`config.mk`:
```
export PLATFORM = sky130hd
export DESIGN_NAME = io_bus_master
export DESIGN_NICKNAME = d
export VERILOG_FILES = /design/src/rtl/io_bus_master.sv
export SDC_FILE = /design/constraint.sdc
export NUM_CORES = 1
export LEC_CHECK = 0
export ABC_CLOCK_PERIOD_IN_PS = 3900
export BUFFER_PORTS_ARGS = -buffer_cell sky130_fd_sc_hd__buf_2
export CAP_MARGIN = 30
export CORE_MARGIN = 2
export CORE_UTILIZATION = 48
export DETAILED_ROUTE_END_ITERATION = 7
export GPL_TIMING_DRIVEN = 0
export HOLD_SLACK_MARGIN = 0.05
export PLACE_DENSITY_LB_ADDON = 0.2
export SKIP_LAST_GASP = 1
export SLEW_MARGIN = 5
export SYNTH_ARGS = -nofsm -noshare
export SYNTH_HDL_FRONTEND = slang
export SYNTH_SLANG_ARGS = --single-unit
export TNS_END_PERCENT = 10
```
`constraint.sdc`:
```
create_clock -name clk_in -period 3.9 [get_ports clk_in]
set_input_delay 0.78 -clock clk_in [delete_from_list [all_inputs] [get_ports clk_in]]
set_output_delay 0.78 -clock clk_in [all_outputs]
set_load 0.005 [all_outputs]
```
`src/rtl/io_bus_master.sv`:
```
// Initiator for a bank of io_register instances: takes single host read/write
// requests, drives a one-hot enable/write/data bus and returns a response pulse.
module io_bus_master #(
  parameter int DATA_WIDTH = 32,
  parameter int NUM_REGS   = 6,
  parameter int ADDR_WIDTH = 3
) (
  input  logic                  clk_in,
  input  logic                  rst_n_in,
  input  logic                  req_valid,
  output logic                  req_ready,
  input  logic                  req_write,
  input  logic [ADDR_WIDTH-1:0] req_addr,
  input  logic [DATA_WIDTH-1:0] req_wdata,
  output logic                  rsp_valid,
  output logic                  rsp_error,
  output logic [DATA_WIDTH-1:0] rsp_rdata,
  output logic [NUM_REGS-1:0]   bus_enable,
  output logic                  bus_write,
  output logic [DATA_WIDTH-1:0] bus_data_out,
  input  logic [DATA_WIDTH-1:0] bus_data_in
);

  typedef enum logic [2:0] {
    IDLE,
    WR,
    RD_FETCH,
    RD_CAPT,
    ERR,
    RESP
  } state_t;

  state_t                  state;
  state_t                  state_next;
  logic [ADDR_WIDTH-1:0]   addr_q;
  logic [ADDR_WIDTH-1:0]   sel_addr;
  logic [NUM_REGS-1:0]     sel_onehot;
  logic                    accept;
  logic                    out_of_range;

  logic [NUM_REGS-1:0]     enable_next;
  logic                    write_next;
  logic [DATA_WIDTH-1:0]   data_next;
  logic                    rsp_valid_next;
  logic                    rsp_error_next;
  logic [DATA_WIDTH-1:0]   rdata_next;

  assign req_ready    = (state == IDLE);
  assign accept       = req_valid && req_ready;
  assign out_of_range = (int'(req_addr) >= NUM_REGS);

  // The address being decoded is the live request while idle, the captured one afterwards.
  assign sel_addr = (state == IDLE) ? req_addr : addr_q;

  always_comb begin
    sel_onehot = '0;
    for (int i = 0; i < NUM_REGS; i++) begin
      sel_onehot[i] = (sel_addr == ADDR_WIDTH'(i));
    end
  end

  always_comb begin
    // NOTE: every signal gets a default before the case so no path leaves it unassigned (no latch).
    state_next     = state;
    enable_next    = '0;
    write_next     = 1'b0;
    data_next      = '0;
    rsp_valid_next = 1'b0;
    rsp_error_next = 1'b0;
    rdata_next     = rsp_rdata;

    unique case (state)
      IDLE: begin
        if (accept) begin
          if (out_of_range)   state_next = ERR;
          else if (req_write) state_next = WR;
          else                state_next = RD_FETCH;
        end
      end
      WR:       state_next = RESP;
      RD_FETCH: state_next = RD_CAPT;
      RD_CAPT: begin
        state_next = RESP;
        rdata_next = bus_data_in;
      end
      ERR: begin
        state_next     = RESP;
        rdata_next     = '0;
        rsp_error_next = 1'b1;
      end
      RESP:     state_next = IDLE;
      default:  state_next = IDLE;
    endcase

    // Bus outputs are registered, so they are decoded from the state being entered.
    unique case (state_next)
      WR: begin
        enable_next = sel_onehot;
        write_next  = 1'b1;
        data_next   = req_wdata;
      end
      RD_FETCH, RD_CAPT: enable_next = sel_onehot;
      RESP:              rsp_valid_next = 1'b1;
      default: ;
    endcase
  end

  // NOTE: sequential state uses non-blocking assignments so every register samples pre-edge values.
  always_ff @(posedge clk_in or negedge rst_n_in) begin
    if (!rst_n_in) begin
      state        <= IDLE;
      addr_q       <= '0;
      bus_enable   <= '0;
      bus_write    <= 1'b0;
      bus_data_out <= '0;
      rsp_valid    <= 1'b0;
      rsp_error    <= 1'b0;
      rsp_rdata    <= '0;
    end else begin
      state        <= state_next;
      if (accept) addr_q <= req_addr;
      bus_enable   <= enable_next;
      bus_write    <= write_next;
      bus_data_out <= data_next;
      rsp_valid    <= rsp_valid_next;
      rsp_error    <= rsp_error_next;
      rsp_rdata    <= rdata_next;
    end
  end

  // Bus contract seen by the attached registers.
  a_enable_onehot: assert property (@(posedge clk_in) disable iff (!rst_n_in)
    $onehot0(bus_enable));
  a_write_has_enable: assert property (@(posedge clk_in) disable iff (!rst_n_in)
    bus_write |-> (bus_enable != '0));
  a_data_quiet: assert property (@(posedge clk_in) disable iff (!rst_n_in)
    !bus_write |-> (bus_data_out == '0));
  a_rsp_pulse: assert property (@(posedge clk_in) disable iff (!rst_n_in)
    rsp_valid |=> !rsp_valid);

endmodule

```
==> flow_summary_export.csv, run 1 <==
group,metric,value,unit
cells_and_area,layout.cells.non_filler,435,
power,internal_power,1.55,mW
synthesis,syn_inst,200,
clock_network,cts-buffers-inserted,9,
synthesis,synth_nets,271,
global_route,grt_pass1_vias,2010,
clock_network,clk_path_buf_depth,2,
clock_network,hold_buffers,0,
clock_network,cts.clk_slew.worst_paths,0.07,ns
power,power_density,561,nW/um^2
clock_network,post-cts-setup-buffers,0,
drt,wire_per_inst,14.0,microns
sta,max_freq,421,MHz
cells_and_area,utilization,0.664,
global_route,grt-ovfl-total,0,
sta,finalCritPeriodShare,0.609,
sta,setup_viol,0,
synthesis,synthTopCellsByArea,"dfrtp_1 (69%), a22o_1 (9.8%), and2_1 (7.0%)",
clock_network,root_buffer,"clkbuf_8",
synthesis,yosysSeqAreaShare,0.689,
synthesis,yosysWarnings,0,
cells_and_area,drive_gt1_frac,0.506,
sta,max-slew-margin-rel,0.682,
floorplan,core,5850,sq um
power,ir_drop,265,uV
floorplan,dieWidth,81.3,microns
sta,period_minus_slack,2.37,ns
synthesis,synth.distinct_cells,28,
power,swShare,0.286,
drt,viasPerCell,4.82,
clock_network,cts_resized,0,
worst_hold_path,hold_path_class,"in2async",
placement,place_inst,420,
global_route,grtUsageTotal,0.186,
floorplan,row_count,28,
placement,place_congestion,0.743,
cells_and_area,diodes,0,
power,clkPwrFrac,0.254,
drt,num_vias,2097,
clock_network,htreeDepth,3,
sta,report.final.hold_viol_count,0,
sta,tns,0,ns
clock_network,cts_sinks,79,
setup_path,arrival,1.59,ns
cells_and_area,finalInstanceArea,3880,sq um
placement,place_hpwl,4560,microns
power,p_leak,2.26,nW
synthesis,synth_top_area_frac,0.689,
cells_and_area,final_common_cell,"buf_2",
sta,rsz0062_at_grt,"no",
run_status,outcome,"complete, no violations",
drt,antenna_left,0,
clock_network,clk-insertion-delay-late,0.34,ns
sta,layout_setup_ws,1.53,ns
floorplan,io_pins,145,
setup_path,cp_max_fo,10,
setup_path,crit_type,"reg2out",
floorplan,dieArea,6610,sq um
sta,worstMarginPinSlew,0.477,ns
placement,place_area,3700,sq um
synthesis,yosysTopAreaCell,"dfrtp_1",
synthesis,ys_ff_latch,79,
setup_path,end_kind,"output pin",
synthesis,syn_area_per_cell,14.3,sq um
placement,post-place-ws,1.88,ns
floorplan,fp.dieH,81.3,microns
placement,portBuffers,144,
sta,drv_slew,0,
cells_and_area,nets,427,
setup_path,start_kind,"register",
global_route,antenna_found_initial,0,
drt,wl,6090,microns
power,pwr-share-comb,0.268,
drt,drt_first_pass_iters,4,
floorplan,start_util,0.490,
cells_and_area,area_delta_synth_final,35.4,%
run,maxCapViolations,0,
global_route,grt_pass1_wl,9080,microns
cells_and_area,layout_common_cells,"buf_2 (152), dfrtp_1 (79), and2_1 (32), a22o_1 (32), clkbuf_8 (9)",
global_route,grt_max_degree,43,
power,p_sw,0.622,mW
drt,drc,0,
cells_and_area,num-fill-cells,453,
power,power_frac_seq,0.479,
setup_path,worstPathRequired,3.12,ns
synthesis,syn-cell-area,2870,sq um
setup_path,reg2reg_depth,5,
clock_network,tritoncts,"yes",
sta,clock_skew,0.00702,ns
drt,drt_iter0_drc,98,
final timing paths:
kind / startpoint / endpoint / slack [ns]
worst min register to register: rsp_rdata[6] / rsp_rdata[6] / 0.49
worst max register to register: state[2] / bus_data_out[23] / 2.39
worst min-delay path: rst_n_in / rsp_rdata[21] / 0.40
min in group clk_in: rsp_rdata[6] / rsp_rdata[6] / 0.49
worst max-delay path: state[1] / req_ready / 1.53
max in group asynchronous: rst_n_in / bus_enable[4] / 2.93
per-stage QoR:
stage                     hold WS (ns)  total power, mW
after floorplan                  0.484             1.39
after global placement           0.479             1.62
after detailed placement         0.476             1.65
after CTS                        0.400             2.20
after global routing             0.412             2.32
final                            0.400             2.18
critical path, stage by stage, from the launching register on:
cell,delay (ns)
dfrtp_1,0.42
buf_6,0.16
or3_1,0.33
buf_2,0.17
inv_2,0.08
buf_2,0.11
area by class of cell:
cell class | count | area (sq um) | area share
tap | 75 | 93.8 | 0.0242
inverter | 2 | 7.51 | 0.00193
clock inverter | 5 | 50.0 | 0.0129
timing repair buffer | 145 | 743 | 0.191
sequential | 79 | 1980 | 0.509
multi-input combinational | 105 | 782 | 0.201
buffer | 14 | 101 | 0.0261
clock buffer | 10 | 128 | 0.0329
cells by family (layout without fill, tap and decap cells):
| group | Yosys count | in the layout | share of synthesized area |
|---|---|---|---|
| flops | 79 | 79 | 0.689 |
| mux | 7 | 7 | 0.0262 |
| buf+inv | 16 | 176 | 0.0380 |
| compound gates | 42 | 42 | 0.120 |
| simple gates | 56 | 56 | 0.127 |
metal layers:
| layer | global-route usage | wire (microns) | vias up |
|---|---|---|---|
| li1 | - | - | 1004 |
| met1 | 0.222 | 2470 | 981 |
| met2 | 0.296 | 2990 | 95 |
| met3 | 0.0522 | 451 | 17 |
| met4 | 0.120 | 176 | 0 |
| met5 | 0 | 0 | - |
flip-flops by register name (all words and copies together) (netlist names):
signal,cells
bus_data_out,32
rsp_rdata,32
bus_enable,6
addr_q,3
state,3
bus_write,1
rsp_error,1
rsp_valid,1
synth_stat cells:
library cell  number
buf_2              9
o211ai_1           2
mux2_2             4
inv_2              1
or3_1              1
inv_1              1
mux2i_1            3
nor2b_1            2
nand2b_1           2
nand3_1            2
dfrtp_1           79
nand3b_1           2
a22o_1            32
and3_4             1
o31ai_1            1
nor2_4             1
nor3b_2            1
a21oi_1            4
and3b_1            1
nor2_1             8
nor4b_4            1
buf_6              5
o21a_1             1
and2_1            32
nand2_1            1
a21boi_0           1
nor3_1             1
a31oi_1            1
power by group through the flow:
stage,Clock (mW),Sequential [mW],Combinational (mW)
final,0.552,1.04,0.582
after global routing,0.606,1.06,0.651
after floorplan,0,1.07,0.322
after CTS,0.569,1.04,0.593
after global placement,0,1.05,0.572
after detailed placement,0,1.06,0.589
(Power assumes the default switching activity.)
==> run 2, diff against run 1 <==
ABC_AREA = 1   (was unset)
ABC_CLOCK_PERIOD_IN_PS = 2200   (was 3900)
CORE_UTILIZATION = 46   (was 48)
clock period = 2.2 ns   (was 3.9 ns; I/O delays follow)
==> flow_summary_export.csv, run 2 <==
group,metric,value,unit
clock_network,post-cts-setup-buffers,0,
clock_network,clk_path_buf_depth,2,
power,ir_drop,379,uV
sta,finalCritPeriodShare,0.843,
placement,post-place-ws,0.543,ns
clock_network,cts_sinks,79,
power,clkPwrFrac,0.239,
global_route,grt-ovfl-total,0,
setup_path,worstPathRequired,1.76,ns
setup_path,crit_type,"reg2out",
cells_and_area,largestRegisters,"bus_data_out: 32 flops, rsp_rdata: 32 flops, bus_enable: 6 flops",
sta,max_freq,539,MHz
cells_and_area,final_common_cell,"buf_2",
synthesis,yosysSeqAreaShare,0.630,
drt,viasPerCell,4.70,
sta,tns,0,ns
clock_network,root_buffer,"clkbuf_8",
floorplan,dieWidth,86.6,microns
cells_and_area,diodes,0,
clock_network,tritoncts,"yes",
cells_and_area,nets,552,
global_route,grtUsageTotal,0.189,
sta,clock_skew,0.00889,ns
cells_and_area,layout_common_cells,"buf_2 (144), dfrtp_1 (79), nand3_1 (77)",
floorplan,core,6680,sq um
synthesis,ys_top_cells_by_count,"dfrtp_1 (79), nand3_1 (77), nand2_1 (54)",
drt,wire_per_inst,11.9,microns
placement,place_congestion,0.837,
sta,worstMarginPinSlew,0.461,ns
run,maxCapViolations,0,
drt,wl,6690,microns
drt,drc,0,
cells_and_area,regArea,1980,sq um
clock_network,cts_resized,0,
synthesis,synth.distinct_cells,16,
setup_path,cp_max_fo,10,
drt,drt_iter0_drc,147,
power,power.total,3.67,mW
global_route,grt_max_degree,49,
floorplan,start_util,0.469,
clock_network,htreeDepth,3,
clock_network,cts-buffers-inserted,9,
drt,antenna_left,0,
floorplan,row_count,30,
floorplan,dieArea,7500,sq um
sta,rsz0062_at_grt,"no",
power,p_sw,1.26,mW
power,internal_power,2.41,mW
sta,period_minus_slack,1.85,ns
clock_network,cts.clk_slew.worst_paths,0.08,ns
power,pwr-share-comb,0.283,
cells_and_area,multi_input_area,896,sq um
cells_and_area,drive_gt1_frac,0.403,
synthesis,async_flop_share,1.00,
sta,report.final.hold_viol_count,0,
power,power_density,886,nW/um^2
synthesis,syn-cell-area,3140,sq um
synthesis,synthTopCellsByArea,"dfrtp_1 (63%), nand3_1 (12%), nand2_1 (6.5%)",
setup_path,start_kind,"register",
cells_and_area,num-fill-cells,580,
global_route,grt_pass1_wl,10900,microns
floorplan,fp.dieH,86.6,microns
synthesis,synthFlopType,"dfrtp_1",
global_route,grt_pass1_vias,2399,
floorplan,io_pins,145,
power,power_frac_seq,0.478,
global_route,antenna_found_initial,0,
worst_hold_path,hold_path_class,"in2reg",
placement,place_hpwl,4930,microns
clock_network,clk-insertion-delay-late,0.34,ns
cells_and_area,area_delta_synth_final,32.3,%
synthesis,synth_enable_flop_cells,0,
placement,portBuffers,144,
drt,num_vias,2649,
drt,drt_first_pass_iters,4,
synthesis,synth_nets,395,
run_status,outcome,"complete, no violations",
synthesis,syn_inst,324,
synthesis,synth_top_area_frac,0.630,
synthesis,yosysWarnings,0,
synthesis,syn_area_per_cell,9.68,sq um
synthesis,synth_most_common_cell,"dfrtp_1",
sta,drv_slew,0,
sta,max-slew-margin-rel,0.691,
power,p_leak,2.60,nW
setup_path,end_kind,"output pin",
synthesis,yosysTopAreaCell,"dfrtp_1",
power,swShare,0.343,
synthesis,ys_ff_latch,79,
sta,setup_viol,0,
setup_path,arrival,1.41,ns
sta,layout_setup_ws,0.346,ns
## run 2: layout make-up
| class | instances | area share |
|---|---|---|
| Buffer | 17 | 0.0229 |
| Clock buffer | 9 | 0.0299 |
| Clock inverter | 5 | 0.00663 |
| Inverter | 45 | 0.0407 |
| Multi-Input combinational cell | 183 | 0.216 |
| Sequential cell | 79 | 0.476 |
| Tap cell | 80 | 0.0241 |
| Timing Repair Buffer | 146 | 0.183 |
## run 2: cells by family after synthesis
kind of cell / Yosys count / share of synthesized area
AND/OR/NAND/NOR: 175 / 0.273
buffers and inverters: 62 / 0.0842
flip-flops: 79 / 0.630
AO/OA/AOI/OAI: 8 / 0.0128
## run 2: path summary, 6_finish.rpt
check / from / end / slack (ns) / cells after the start
max: state[0] / req_ready / 0.35 / 5
min: req_wdata[2] / bus_data_out[2] / 0.31 / 3
max reg2reg: state[1] / rsp_rdata[0] / 0.52 / 6
min reg2reg: rsp_rdata[8] / rsp_rdata[8] / 0.50 / 2
max in group asynchronous: rst_n_in / bus_data_out[5] / 1.05 / 3
min in group asynchronous: rst_n_in / rsp_rdata[31] / 0.58 / 2
## run 2: power groups by stage
| stage | Clock [mW] | Combinational (mW) | Sequential (mW) |
|---|---|---|---|
| global placement | 0 | 1.02 | 1.78 |
| detailed placement | 0 | 1.05 | 1.79 |
| finish | 0.877 | 1.04 | 1.76 |
| floorplan | 0 | 0.605 | 1.80 |
| CTS | 0.904 | 1.05 | 1.76 |
| global route | 0.982 | 1.19 | 1.78 |
## run 2: through the flow
step | cells | area [sq um] | hold WS [ns] | utilization
detailed placement | 549 | 3990 | 0.413 | 0.597
global route | 564 | 4150 | 0.287 | 0.621
CTS | 564 | 4150 | 0.292 | 0.621
global placement | 548 | 3960 | 0.475 | 0.592
floorplan | 324 | 3140 | 0.144 | -
finish | 564 | 4150 | 0.306 | 0.621
## run 2: routing by layer
metal	global-route usage	vias up	part of all wire
met5	0	-	0
met3	0.0752	10	0.11
li1	-	1322	-
met1	0.241	1204	0.44
met2	0.286	113	0.44
met4	0.0810	0	0.019
## run 2: what timing repair did
action                                  4_1_cts  5_1_grt
endpoints found under the setup margin        0        0
hold buffers                                  1        0
endpoints found under the hold margin        10        0
## run 2: worst max-delay path, cell delays in order, from the launching register on
cell and delay (ns):
dfrtp_1 0.35, buf_2 0.19, nor2_8 0.17, nand2_1 0.18, inv_1 0.08, buf_2 0.10
